[src/rtl/riscv_commit_stage.sv]
// riscv_commit_stage
//   Final pipeline stage. Write-back results are queued in a small skid FIFO. The FIFO
//   drains one entry per cycle into the 32 x XLEN integer register file. The single
//   RF write port is shared with a debug port, and a debug write wins over the drain.
//   Each read port returns the youngest pending FIFO entry for its register when one
//   exists, otherwise the RF value. x0 always reads as zero.
//
//   Handshake: a result is accepted at a rising edge when wb_valid && wb_ready.
//   wb_ready is a flop (= FIFO not full next cycle), so nothing combinational feeds
//   it from the inputs. No push happens while full, even if a pop happens in the
//   same cycle. The producer may hold wb_valid high while wb_ready is low.
//
// Ports
//   clk, rst                          clock, synchronous active-high reset
//   wb_valid/wb_ready/wb_data/wb_rd_addr   write-back result input
//   dbg_wr_en/dbg_wr_addr/dbg_wr_data      debug RF write (stalls the drain)
//   rs1_addr/rs1_data, rs2_addr/rs2_data   combinational read ports
//   retire_count                      number of entries drained since reset (wraps)
//   commit_valid/commit_rd_addr/commit_data  registered trace of each drained entry
//                                     (present only with RISCV_COMMIT_TRACE_EN defined)
//
// Configuration macro: RISCV_COMMIT_TRACE_EN
module riscv_commit_stage #(
  parameter int XLEN       = 32,
  parameter int FIFO_DEPTH = 2,
  parameter int CNT_W      = 64
) (
  input  logic             clk,
  input  logic             rst,
  input  logic             wb_valid,
  output logic             wb_ready,
  input  logic [XLEN-1:0]  wb_data,
  input  logic [4:0]       wb_rd_addr,
  input  logic             dbg_wr_en,
  input  logic [4:0]       dbg_wr_addr,
  input  logic [XLEN-1:0]  dbg_wr_data,
  input  logic [4:0]       rs1_addr,
  input  logic [4:0]       rs2_addr,
  output logic [XLEN-1:0]  rs1_data,
  output logic [XLEN-1:0]  rs2_data,
  output logic [CNT_W-1:0] retire_count
`ifdef RISCV_COMMIT_TRACE_EN
  ,
  output logic             commit_valid,
  output logic [4:0]       commit_rd_addr,
  output logic [XLEN-1:0]  commit_data
`endif
);

  localparam int PTR_W = $clog2(FIFO_DEPTH);
  localparam int LVL_W = PTR_W + 1;

  // FIFO storage and RF contents are never reset; only the pointers and level are.
  logic [XLEN-1:0]  fifo_data_q [FIFO_DEPTH];
  logic [4:0]       fifo_rd_q   [FIFO_DEPTH];
  logic [XLEN-1:0]  rf_q        [32];

  logic [PTR_W-1:0] head_q, head_d;
  logic [PTR_W-1:0] tail_q, tail_d;
  logic [LVL_W-1:0] level_q, level_d;
  logic             wb_ready_q, wb_ready_d;
  logic [CNT_W-1:0] retire_count_q, retire_count_d;

  logic             push;
  logic             pop;
  logic             rf_we;
  logic [4:0]       rf_waddr;
  logic [XLEN-1:0]  rf_wdata;

  always_comb begin
    push = wb_valid && wb_ready_q;
    // Reset discards pending entries, so nothing drains while rst is high.
    pop  = !rst && (level_q != '0) && !dbg_wr_en;

    head_d         = head_q + PTR_W'(pop);
    tail_d         = tail_q + PTR_W'(push);
    level_d        = level_q + LVL_W'(push) - LVL_W'(pop);
    wb_ready_d     = (level_d != LVL_W'(FIFO_DEPTH));
    retire_count_d = retire_count_q + CNT_W'(pop);

    // Debug owns the write port when it asks for it, and the drain is stalled.
    if (dbg_wr_en) begin
      rf_we    = (dbg_wr_addr != 5'd0);
      rf_waddr = dbg_wr_addr;
      rf_wdata = dbg_wr_data;
    end else begin
      rf_we    = pop && (fifo_rd_q[head_q] != 5'd0);
      rf_waddr = fifo_rd_q[head_q];
      rf_wdata = fifo_data_q[head_q];
    end
  end

  always_ff @(posedge clk) begin
    if (rst) begin
      head_q         <= '0;
      tail_q         <= '0;
      level_q        <= '0;
      wb_ready_q     <= 1'b0;
      retire_count_q <= '0;
    end else begin
      head_q         <= head_d;
      tail_q         <= tail_d;
      level_q        <= level_d;
      wb_ready_q     <= wb_ready_d;
      retire_count_q <= retire_count_d;
    end
  end

  always_ff @(posedge clk) begin
    if (push && !rst) begin
      fifo_data_q[tail_q] <= wb_data;
      fifo_rd_q[tail_q]   <= wb_rd_addr;
    end
    if (rf_we) begin
      rf_q[rf_waddr] <= rf_wdata;
    end
  end

  // Scan the FIFO from oldest to youngest. The last match is the youngest and wins.
  function automatic logic [XLEN-1:0] read_port(input logic [4:0] addr);
    logic [XLEN-1:0]  r;
    logic [PTR_W-1:0] idx;
    r = rf_q[addr];
    for (int i = 0; i < FIFO_DEPTH; i++) begin
      idx = head_q + PTR_W'(i);
      if ((LVL_W'(i) < level_q) && (fifo_rd_q[idx] == addr)) begin
        r = fifo_data_q[idx];
      end
    end
    if (addr == 5'd0) begin
      r = '0;
    end
    return r;
  endfunction

  always_comb rs1_data = read_port(rs1_addr);
  always_comb rs2_data = read_port(rs2_addr);

  assign wb_ready     = wb_ready_q;
  assign retire_count = retire_count_q;

`ifdef RISCV_COMMIT_TRACE_EN
  logic            commit_valid_q, commit_valid_d;
  logic [4:0]      commit_rd_q, commit_rd_d;
  logic [XLEN-1:0] commit_data_q, commit_data_d;

  always_comb begin
    commit_valid_d = pop;
    commit_rd_d    = pop ? fifo_rd_q[head_q]   : commit_rd_q;
    commit_data_d  = pop ? fifo_data_q[head_q] : commit_data_q;
  end

  always_ff @(posedge clk) begin
    if (rst) begin
      commit_valid_q <= 1'b0;
      commit_rd_q    <= '0;
      commit_data_q  <= '0;
    end else begin
      commit_valid_q <= commit_valid_d;
      commit_rd_q    <= commit_rd_d;
      commit_data_q  <= commit_data_d;
    end
  end

  assign commit_valid   = commit_valid_q;
  assign commit_rd_addr = commit_rd_q;
  assign commit_data    = commit_data_q;
`endif

endmodule

[config.mk]
export PLATFORM = sky130hd
export DESIGN_NAME = riscv_commit_stage
export DESIGN_NICKNAME = d
export VERILOG_FILES = /design/src/rtl/riscv_commit_stage.sv
export SDC_FILE = /design/constraint.sdc
export NUM_CORES = 2
export LEC_CHECK = 0
export CAP_MARGIN = 20
export CORE_MARGIN = 2
export CORE_UTILIZATION = 39
export DETAILED_ROUTE_END_ITERATION = 7
export PLACE_DENSITY_LB_ADDON = 0.08
export SYNTH_ARGS = -nofsm -noshare
export SYNTH_HDL_FRONTEND = slang
export SYNTH_SLANG_ARGS = --single-unit
[constraint.sdc]
create_clock -name clk -period 6.3 [get_ports clk]
set_input_delay 1.26 -clock clk [delete_from_list [all_inputs] [get_ports clk]]
set_output_delay 1.26 -clock clk [all_outputs]
set_load 0.01 [all_outputs]
==> metrics <==
global-route wire length before repair=289,000 um; WP buf/inv=4; quantity of hold-fixing buffers added after cts=0; Worst Clk Skew=0.0309 ns; pwr dens=294 nW/um2; met2 GRT Util=43.9%; Critical Setup Path Class=input pin to primary output; DRT iter0 DRCs=4,527; I/O Buffers=216; Clock Tree Buf Depth=3; Mapped Avg Cell Area=15.6 um2; Primary FF master, synth=edfxtp_1; Setup Total Neg Slack=0 ns; Switching Share=25.8%; Seq pwr share=45.9%; worst hold slack=0.508 ns; Vias/cell=6.32; FMAX=162 MHz; Slew headroom=33.0%; sequential share of the synthesized area=61.4%; GRT Util Overall=28.1%; top cell type's share of synthesized area=58.9%; FILL cells=12,300; most used routing layer=met2; vias in the first global route=37,100; antenna violations before repair=9; Rows=138; Cell variety after synth=65; CTS H-Tree Depth=4; TritonCTS clock tree=built; nets=3,967; post-synth top area cell=edfxtp_1; WP data required=5.04 ns; WP data arrival=4.91 ns; Syn Inst Count=3,585; run status=completed; wire per inst=35.5 um; worst hold path class=flop to flop; Comb power frac=13.2%; Slew @ Worst Pin=1.00 ns; # DRC=0; TritonRoute pass-1 iters=5; Skew-Pair Late Insertion Delay=0.77 ns; Util after Layout=46.7%; Congestion Overflow GR=0; Area contributors post-synth=edfxtp_1 59%, mux4_2 10%, mux2i_1 9.8%, a22oi_1 4.2%, dfxtp_1 2.5%; clock buffer count from CTS=137; max cap viols=0; synth warn=0; largest stage delay on the critical path=0.76 ns; RSZ-0062 raised after global routing=no; largest net degree at the start of global routing=73; Routed Antenna Nets=0; slowest stage cell, crit path=clkdlybuf4s50_1; Die Ht=383 um; Clock power frac=40.9%; M1 GR Usage=39.2%; Max VDD drop=0.177 mV; Yosys reg bits=1,167; Final Hold Viols=0; CTS resizes=0; Die X-Extent=383 um; M3 GR Usage=5.70%; Reg clk slew, reported paths=0.05 ns; Placer Congestion=0.855; Async S/R FF share, synth=0%; initial core utilization=39.4%; element type at the critical path start=input pin; layout cells sized above 1=21.1%; Switch Pwr=5.02 mW; post-detail-place hpwl=130,000 um; Vias=37,200; Inst Count DP=5,626; die footprint=146,000 um2; Setup Buffers After CTS=0; Crit path max-delay family=buffers and inverters; Root Driver=clkbuf_16; Most common cell on crit path=clkdlybuf4s50_1; Max Fanout on Critical Path=21; CP Capture Type=primary output; Period minus WS final=6.17 ns; Ports=217; total clock sinks=1,167; Tot Pwr=19.5 mW; period utilization=97.9%; fin cells=5,880; final WL=209,000 um; final setup vio count=0; core area=142,000 um2; crit-path cells=clkdlybuf4s50_1 > nor2b_4 > buf_12 > nand3_1 > nand4_1 > nor3_1 > a2111oi_1 > buf_4 > clkdlybuf4s50_1; number of synthesized flops with an enable pin=1,098; Post-Synthesis Cell Area=55,900 um2; internal power=14.5 mW; Pins Over Slew Limit=0; Area Overhead vs Synth=18.5%; Lkg Pwr=22.0 nW
==> state kept, by name (all words and copies together), names as in the netlist <==
register	flops
fifo_rd_q	10
fifo_data_q	64
wb_ready	1
level_q	2
retire_count	64
tail_q	1
rf_q	1024
head_q	1
==> power by group through the flow <==
stage | clock [mW] | combinational, mW | sequential [mW]
5_1_grt | 8.38 | 2.67 | 8.95
6_report | 7.97 | 2.57 | 8.94
3_3_place_gp | 0 | 2.51 | 9.09
4_1_cts | 8.08 | 2.55 | 8.94
2_1_floorplan | 0 | 1.38 | 9.06
3_5_place_dp | 0 | 2.54 | 9.10
==> cells in the mapped netlist, types with 65 or more instances <==
cell type,instances
a22oi_1,311
buf_2,111
edfxtp_1,1098
nand3_1,151
mux2i_1,546
nor2_1,116
mux2_2,84
nor3_1,71
mux4_2,257
dfxtp_1,69
nand4_1,65
clkbuf_1,136
nand2_1,113
a21oi_1,88
==> worst min-delay path: cells and delay by family (launching register included) <==
family         cells  cell delay [ns]
AO/OA/AOI/OAI      2             0.13
flip-flops         1             0.33
==> cells in the final DEF, fill, tap and decap left out, types with 30 or more instances in the layout <==
| cell type | netlist | final |
|---|---|---|
| edfxtp_1 | 1098 | 1098 |
| mux2i_1 | 546 | 546 |
| a22oi_1 | 311 | 311 |
| mux4_2 | 257 | 257 |
| clkdlybuf4s50_1 | 0 | 210 |
| nand3_1 | 151 | 151 |
| clkbuf_16 | 0 | 145 |
| buf_4 | 11 | 133 |
| nand2_1 | 113 | 113 |
| a21oi_1 | 88 | 88 |
| mux2_2 | 84 | 84 |
| nor2_1 | 116 | 79 |
| nor3_1 | 71 | 70 |
| dfxtp_1 | 69 | 68 |
| nand4_1 | 65 | 65 |
| buf_12 | 0 | 57 |
| xor2_1 | 39 | 39 |
| nor2_4 | 0 | 37 |
| xnor2_1 | 34 | 33 |
| clkbuf_1 | 136 | 33 |
| conb_1 | 1 | 32 |
| clkinv_1 | 0 | 30 |
==> logic make-up after synthesis <==
kind of cell,count (synthesis),share of synthesized area (%)
AND/OR/NAND/NOR,648,6.14
adder cells (fa/ha/maj),4,0.0895
buffers and inverters,293,2.38
AO/OA/AOI/OAI,493,6.51
XOR/XNOR,73,1.14
other,1,0.00670
flip-flops,1167,61.4
multiplexers,906,22.3
==> path summary, 6_finish.rpt <==
| check | start | endpoint | slack [ns] | cells past startpoint |
|---|---|---|---|---|
| worst max register to register | level_q[1] | retire_count[62] | 2.02 | 10 |
| worst min register to register | retire_count[58] | retire_count[58] | 0.51 | 2 |
| worst max-delay path | rs1_addr[3] | rs1_data[7] | 0.13 | 9 |
| worst min-delay path | retire_count[58] | retire_count[58] | 0.51 | 2 |
==> layout make-up <==
type / instances / area (um2) / area share (%)
flip-flops and latches: 1167 / 34400 / 51.8
diodes: 4 / 10.0 / 0.0151
clock inverters: 70 / 669 / 1.01
inverters: 7 / 26.3 / 0.0397
repair buffers: 406 / 4300 / 6.50
multi-input cells: 2156 / 20800 / 31.3
well taps: 1890 / 2360 / 3.57
clock buffers: 180 / 3780 / 5.70
==> metrics by stage <==
stage	area, um2	setup slack (ns)
after floorplan	56100	1.39
after global placement	61800	0.253
after detailed placement	61800	0.297
after CTS	66300	0.279
final	66300	0.130
after global routing	66300	0.106
==> metal layers <==
layer  wire length, um  vias up
met1             88800    19600
met3             17700      353
met5                35        -
met4              6750        6
met2             95600     1971
li1                  -    15300
Power figures use the tool's default switching activity.
